File: config.mk
export PLATFORM = sky130hd
export DESIGN_NAME = lsu_mem_stage
export DESIGN_NICKNAME = d
export VERILOG_FILES = /design/src/rtl/lsu_mem_stage.sv
export SDC_FILE = /design/constraint.sdc
export NUM_CORES = 1
export LEC_CHECK = 0
export ABC_AREA = 1
export BUFFER_PORTS_ARGS = -buffer_cell sky130_fd_sc_hd__buf_2
export CAP_MARGIN = 40
export CORE_ASPECT_RATIO = 0.75
export CORE_MARGIN = 1.5
export CORE_UTILIZATION = 50
export DETAILED_ROUTE_END_ITERATION = 16
export PLACE_DENSITY = 0.78
export SETUP_SLACK_MARGIN = 0.2
export SLEW_MARGIN = 20
export SYNTH_ARGS = -nofsm -noshare
export SYNTH_HDL_FRONTEND = slang
export SYNTH_SLANG_ARGS = --single-unit
export TNS_END_PERCENT = 100
File: constraint.sdc
create_clock -name i_clk -period 2.45 [get_ports i_clk]
set_input_delay 0.1225 -clock i_clk [delete_from_list [all_inputs] [get_ports i_clk]]
set_output_delay 0.1225 -clock i_clk [all_outputs]
set_load 0.005 [all_outputs]
File: src/rtl/lsu_mem_stage.sv
// Load/store memory stage: one valid/ready memory op at a time over a simple request/response bus.
// Optional macro LSU_MISALIGN_CHECK_EN rejects misaligned half/word accesses instead of masking them.
module lsu_mem_stage #(
  parameter int unsigned ADDR_W = 32,
  parameter int unsigned DATA_W = 32
) (
  input  logic                  i_clk,
  input  logic                  i_rst_n,
  input  logic                  i_req_valid,
  output logic                  o_req_ready,
  input  logic [1:0]            i_mren,
  input  logic [1:0]            i_mwen,
  input  logic [ADDR_W-1:0]     i_addr,
  input  logic [DATA_W-1:0]     i_wdata,
  output logic                  o_resp_valid,
  input  logic                  i_resp_ready,
  output logic [DATA_W-1:0]     o_rdata,
  output logic                  o_resp_err,
  output logic                  o_mem_req_valid,
  input  logic                  i_mem_req_ready,
  output logic                  o_mem_we,
  output logic [ADDR_W-1:0]     o_mem_addr,
  output logic [DATA_W-1:0]     o_mem_wdata,
  output logic [DATA_W/8-1:0]   o_mem_wstrb,
  input  logic                  i_mem_rvalid,
  input  logic [DATA_W-1:0]     i_mem_rdata
);

  typedef enum logic [1:0] {StIdle, StBusReq, StBusWait, StResp} state_e;

  localparam logic [1:0] SzByte = 2'b01;
  localparam logic [1:0] SzHalf = 2'b10;
  localparam logic [1:0] SzWord = 2'b11;

  state_e              r_state;
  state_e              w_state_nxt;

  logic                r_is_rd;
  logic [1:0]          r_size;
  logic [1:0]          r_lane;
  logic                r_resp_valid;
  logic [DATA_W-1:0]   r_rdata;
  logic                r_err;
  logic                r_mem_req_valid;
  logic                r_mem_we;
  logic [ADDR_W-1:0]   r_mem_addr;
  logic [DATA_W-1:0]   r_mem_wdata;
  logic [DATA_W/8-1:0] r_mem_wstrb;

  logic                w_accept;
  logic                w_is_rd;
  logic [1:0]          w_size;
  logic                w_illegal;
  logic                w_noop;
  logic                w_misalign_err;
  logic                w_skip_bus;
  logic [1:0]          w_lane;
  logic [DATA_W/8-1:0] w_wstrb;
  logic [DATA_W-1:0]   w_wdata_lanes;
  logic [7:0]          w_rd_byte;
  logic [15:0]         w_rd_half;
  logic [DATA_W-1:0]   w_load_data;

  assign w_accept  = i_req_valid && (r_state == StIdle);
  assign w_is_rd   = (i_mren != 2'b00);
  assign w_size    = w_is_rd ? i_mren : i_mwen;
  assign w_illegal = (i_mren != 2'b00) && (i_mwen != 2'b00);
  assign w_noop    = (i_mren == 2'b00) && (i_mwen == 2'b00);

`ifdef LSU_MISALIGN_CHECK_EN
  assign w_misalign_err = ((w_size == SzHalf) && i_addr[0]) ||
                          ((w_size == SzWord) && (i_addr[1:0] != 2'b00));
`else
  assign w_misalign_err = 1'b0;
`endif

  assign w_skip_bus = w_illegal || w_noop || w_misalign_err;

  // Low address bits a half/word access cannot use are dropped before lane selection.
  always_comb begin
    w_lane = i_addr[1:0];
    if (w_size == SzHalf) begin
      w_lane[0] = 1'b0;
    end else if (w_size == SzWord) begin
      w_lane = 2'b00;
    end
  end

  always_comb begin
    w_wstrb       = '0;
    w_wdata_lanes = i_wdata;
    case (w_size)
      SzByte: begin
        w_wstrb       = 4'b0001 << w_lane;
        w_wdata_lanes = {4{i_wdata[7:0]}};
      end
      SzHalf: begin
        w_wstrb       = 4'b0011 << {w_lane[1], 1'b0};
        w_wdata_lanes = {2{i_wdata[15:0]}};
      end
      SzWord: begin
        w_wstrb       = 4'b1111;
        w_wdata_lanes = i_wdata;
      end
      default: begin
        w_wstrb       = '0;
        w_wdata_lanes = i_wdata;
      end
    endcase
  end

  always_comb begin
    w_rd_byte = i_mem_rdata[7:0];
    case (r_lane)
      2'd0:    w_rd_byte = i_mem_rdata[7:0];
      2'd1:    w_rd_byte = i_mem_rdata[15:8];
      2'd2:    w_rd_byte = i_mem_rdata[23:16];
      default: w_rd_byte = i_mem_rdata[31:24];
    endcase
    w_rd_half = r_lane[1] ? i_mem_rdata[31:16] : i_mem_rdata[15:0];
    case (r_size)
      SzByte:  w_load_data = {{24{w_rd_byte[7]}}, w_rd_byte};
      SzHalf:  w_load_data = {{16{w_rd_half[15]}}, w_rd_half};
      default: w_load_data = i_mem_rdata;
    endcase
  end

  always_ff @(posedge i_clk or negedge i_rst_n) begin
    if (!i_rst_n) begin
      r_state <= StIdle;
    end else begin
      r_state <= w_state_nxt;
    end
  end

  always_comb begin
    w_state_nxt = r_state;
    unique case (r_state)
      StIdle: begin
        if (w_accept) begin
          w_state_nxt = w_skip_bus ? StResp : StBusReq;
        end
      end
      StBusReq: begin
        if (i_mem_req_ready) w_state_nxt = StBusWait;
      end
      StBusWait: begin
        if (i_mem_rvalid) w_state_nxt = StResp;
      end
      StResp: begin
        if (i_resp_ready) w_state_nxt = StIdle;
      end
      default: w_state_nxt = StIdle;
    endcase
  end

  always_ff @(posedge i_clk or negedge i_rst_n) begin
    if (!i_rst_n) begin
      r_is_rd         <= 1'b0;
      r_size          <= 2'b00;
      r_lane          <= 2'b00;
      r_resp_valid    <= 1'b0;
      r_rdata         <= '0;
      r_err           <= 1'b0;
      r_mem_req_valid <= 1'b0;
      r_mem_we        <= 1'b0;
      r_mem_addr      <= '0;
      r_mem_wdata     <= '0;
      r_mem_wstrb     <= '0;
    end else begin
      if (w_accept) begin
        r_err        <= w_illegal || w_misalign_err;
        r_rdata      <= '0;
        r_resp_valid <= w_skip_bus;
        if (!w_skip_bus) begin
          r_is_rd         <= w_is_rd;
          r_size          <= w_size;
          r_lane          <= w_lane;
          r_mem_req_valid <= 1'b1;
          r_mem_we        <= !w_is_rd;
          r_mem_addr      <= {i_addr[ADDR_W-1:2], 2'b00};
          r_mem_wdata     <= w_is_rd ? '0 : w_wdata_lanes;
          r_mem_wstrb     <= w_is_rd ? '0 : w_wstrb;
        end
      end
      if ((r_state == StBusReq) && i_mem_req_ready) begin
        r_mem_req_valid <= 1'b0;
      end
      if ((r_state == StBusWait) && i_mem_rvalid) begin
        r_resp_valid <= 1'b1;
        if (r_is_rd) r_rdata <= w_load_data;
      end
      if ((r_state == StResp) && i_resp_ready) begin
        r_resp_valid <= 1'b0;
      end
    end
  end

  assign o_req_ready     = (r_state == StIdle);
  assign o_resp_valid    = r_resp_valid;
  assign o_rdata         = r_rdata;
  assign o_resp_err      = r_err;
  assign o_mem_req_valid = r_mem_req_valid;
  assign o_mem_we        = r_mem_we;
  assign o_mem_addr      = r_mem_addr;
  assign o_mem_wdata     = r_mem_wdata;
  assign o_mem_wstrb     = r_mem_wstrb;

endmodule
==> impl_metrics.json <==
{
  "avgSynthCellArea_um2": 7.73,
  "slew_headroom_pct": 66.2,
  "hold_end": "o_mem_wdata[27]$_DFFE_PN0P_",
  "status": "finished, final reports clean",
  "finalSetupViolCount": 0,
  "crit_chain": "inv_1 > ha_1 > nand2_2 > inv_2 > nand2_4 > nor2_8 > inv_2 > o21ai_0",
  "finalHoldViolations": 0,
  "drt-pass1-iter-count": 4,
  "clock_latency_ps": 350,
  "cp-end-kind": "register",
  "cp.arrival_ps": 2210,
  "synthDistinctLibCells": 27,
  "cts_tree": "done",
  "reg2reg_slack_ps": 510,
  "ys.warnings.count": 0,
  "grt_max_degree": 62,
  "synth_xor_xnor_area_share_pct": 0,
  "drtIter0Drc": 450,
  "ir_drop_mv": 0.679,
  "crit_buf_inv": 3,
  "fmax_mhz": 516,
  "min_period_over_period_pct": 79.2,
  "hold_class": "in -> reg",
  "yosys.area.top_type": "dfrtp_1",
  "rsz0062_at_grt": "false",
  "cts.sinks": 109,
  "wl_met1_um": 6820,
  "min_path_cells": 3,
  "fillers": 866,
  "synth_most_common_cell": "nand2_1",
  "hpwl_um": 10900,
  "ys.flop_type": "dfrtp_1",
  "synth_area_um2": 5470,
  "antenna_cells": 0,
  "r2r-end": "o_mem_wdata[22]$_DFFE_PN0P_",
  "num_rows": 32,
  "cts-root-buf": "clkbuf_16",
  "num_io_pins": 211,
  "overflow": 0,
  "slowest_delay_ps": 400,
  "cts_setup_buffers": 0,
  "tightest_slew_ps": 506,
  "nets": 1052,
  "die_area_um2": 11600,
  "slowest_stage": "dfrtp_1",
  "synth-compound-area-share_pct": 11.5,
  "finalPower_uw": 7910,
  "fin_setup_tns_ps": 0,
  "cts.htree.levels": 3,
  "synth_top_family_by_area": "simple AND/OR/NAND/NOR gates",
  "cp_max_fo": 28,
  "routedWlPerCell_um": 14.8,
  "synthTopCellsByArea": "dfrtp_1 (50%), nand2_1 (22%), o21ai_0 (5.7%), nand3_1 (3.8%), inv_1 (3.0%)",
  "die_h_um": 93.5,
  "via_count": 5507,
  "cap_viol_max_count": 0,
  "grt_first_pass_wirelength_um": 25600,
  "crit_start": "r_state[0]$_DFFE_PN0P_",
  "synthSimpleGateAreaFrac_pct": 28.8,
  "synth_seq_cells": 109,
  "gp_congestion": 0.832,
  "rr_startpoint": "r_state[0]$_DFFE_PN0P_",
  "wl_met3_um": 1410,
  "path_common_cell": "inv_2",
  "clkTransAtPathRegs_ps": 80,
  "synth_top_area_share_pct": 49.9,
  "grt_pass1_vias": 5355,
  "min_from": "i_wdata[27]",
  "antenna_found_initial": 0,
  "routed_via_density": 5.12,
  "synth_fa_ha_area_share_pct": 2.52,
  "p_per_area_nw_per_um2": 1090,
  "gr-usage-all-layers_pct": 28.7,
  "io_buffers": 208,
  "reg2regPathDepth": 8,
  "synthToLayoutAreaGrowth_pct": 33.0,
  "p_leak_uw": 0.00430,
  "drive_gt1_share_pct": 27.7,
  "synthTopCellsByCount": "nand2_1 (321), dfrtp_1 (109), o21ai_0 (62)",
  "critical_path_class": "reg -> reg",
  "core_um2": 10500,
  "die_x_um": 124,
  "synth-edff-count": 0,
  "slew_viol_final": 0,
  "dr_wl_met2_um": 7450,
  "detail-route-antenna-nets": 0,
  "critical_path_required_ps": 2720,
  "synth_mux_area_share_pct": 0,
  "synthCells": 707,
  "cts_buffers": 9,
  "postRouteWirelength_um": 15900,
  "cts-resized-gates": 0,
  "fin_skew_ps": 8.89,
  "start_kind": "register",
  "async_flop_share_pct": 100,
  "yosysSeqAreaShare_pct": 49.9,
  "post-route-drc-count": 0,
  "min_period_ps": 1940,
  "cpLargestDelayFamily": "simple AND/OR/NAND/NOR gates",
  "initial_core_util_pct": 52.3,
  "clock_path_buffers": 2,
  "dr.max_layer_used": "met4"
}
## area by class of cell
cell class	instances	area, um^2	share of cell area [%]
Clock buffer	9	225	3.10
Clock inverter	7	104	1.43
Inverter	49	184	2.53
Multi-Input combinational cell	511	2340	32.2
Sequential cell	109	2730	37.5
Tap cell	136	170	2.34
Timing Repair Buffer	255	1510	20.8
## what timing repair did
action                                  4_1_cts  5_1_grt
hold endpoints to repair                     90        0
hold buffers                                 34        0
endpoints found under the setup margin        0        0
## registers in the layout, indices dropped and copies added, names as in the netlist, 2 cells and up
name         count
r_lane           2
o_rdata         32
r_state          2
o_mem_wdata     32
o_mem_wstrb      4
r_size           2
o_mem_addr      30
## stage by stage
step                hold WS [ps]  utilization [%]  std cells  area (um^2)  worst slack (ps)
floorplan                   -173                -        708         5470               903
global placement             251             62.9       1025         6570               531
detailed placement           252             62.9       1025         6570               482
CTS                         5.63             69.3       1075         7240               514
global route                24.2             69.6       1076         7270               319
finish                      10.8             69.6       1076         7270               511
## power by group
group | internal [uW] | switching [uW]
sequential | 2540 | 455
combinational | 1350 | 1970
clock | 913 | 684
total | 4810 | 3110
## kinds of logic (layout without fill, tap and decap cells)
kind of cell	Yosys count	after routing
simple gates	389	389
buf+inv	88	320
fa+ha+maj	11	11
compound gates	109	109
flops	109	109
other cells	1	2
## worst reg2reg max path, delay by kind of cell, from the launching register on
kind | cells | cell delay, ps
and+or+nand+nor | 3 | 600
DFF | 1 | 400
buffers and inverters | 3 | 400
adders and majority gates | 1 | 230
AOI/OAI and AO/OA | 1 | 220
## worst max-delay path by stage
stage,end,slack (ps),depth (start not counted)
after floorplan,o_rdata[5]$_DFF_PN0_,900,10
after global placement,o_mem_wdata[17]$_DFFE_PN0P_,530,8
after detailed placement,o_mem_wdata[23]$_DFFE_PN0P_,480,8
after CTS,o_mem_wdata[22]$_DFFE_PN0P_,510,8
after global routing,o_mem_wdata[22]$_DFFE_PN0P_,320,8
final,o_mem_wdata[22]$_DFFE_PN0P_,510,8
## metal layers
| layer | up-vias | track usage (%) |
|---|---|---|
| li1 | 2681 | - |
| met1 | 2537 | 39.2 |
| met2 | 259 | 45.4 |
| met3 | 30 | 8.17 |
| met4 | 0 | 6.90 |
| met5 | - | 0 |
## placed cells by master (no fill, tap or decap), types with 11 or more instances in the layout
| master | count |
|---|---|
| nand2_1 | 321 |
| buf_2 | 207 |
| dfrtp_1 | 109 |
| o21ai_0 | 62 |
| inv_1 | 44 |
| nand3_1 | 42 |
| dlygate4sd3_1 | 34 |
| a21oi_1 | 17 |
| o211ai_1 | 16 |
| nor2_1 | 15 |
| buf_4 | 12 |
| ha_1 | 11 |
Power figures use the tool's default switching activity.
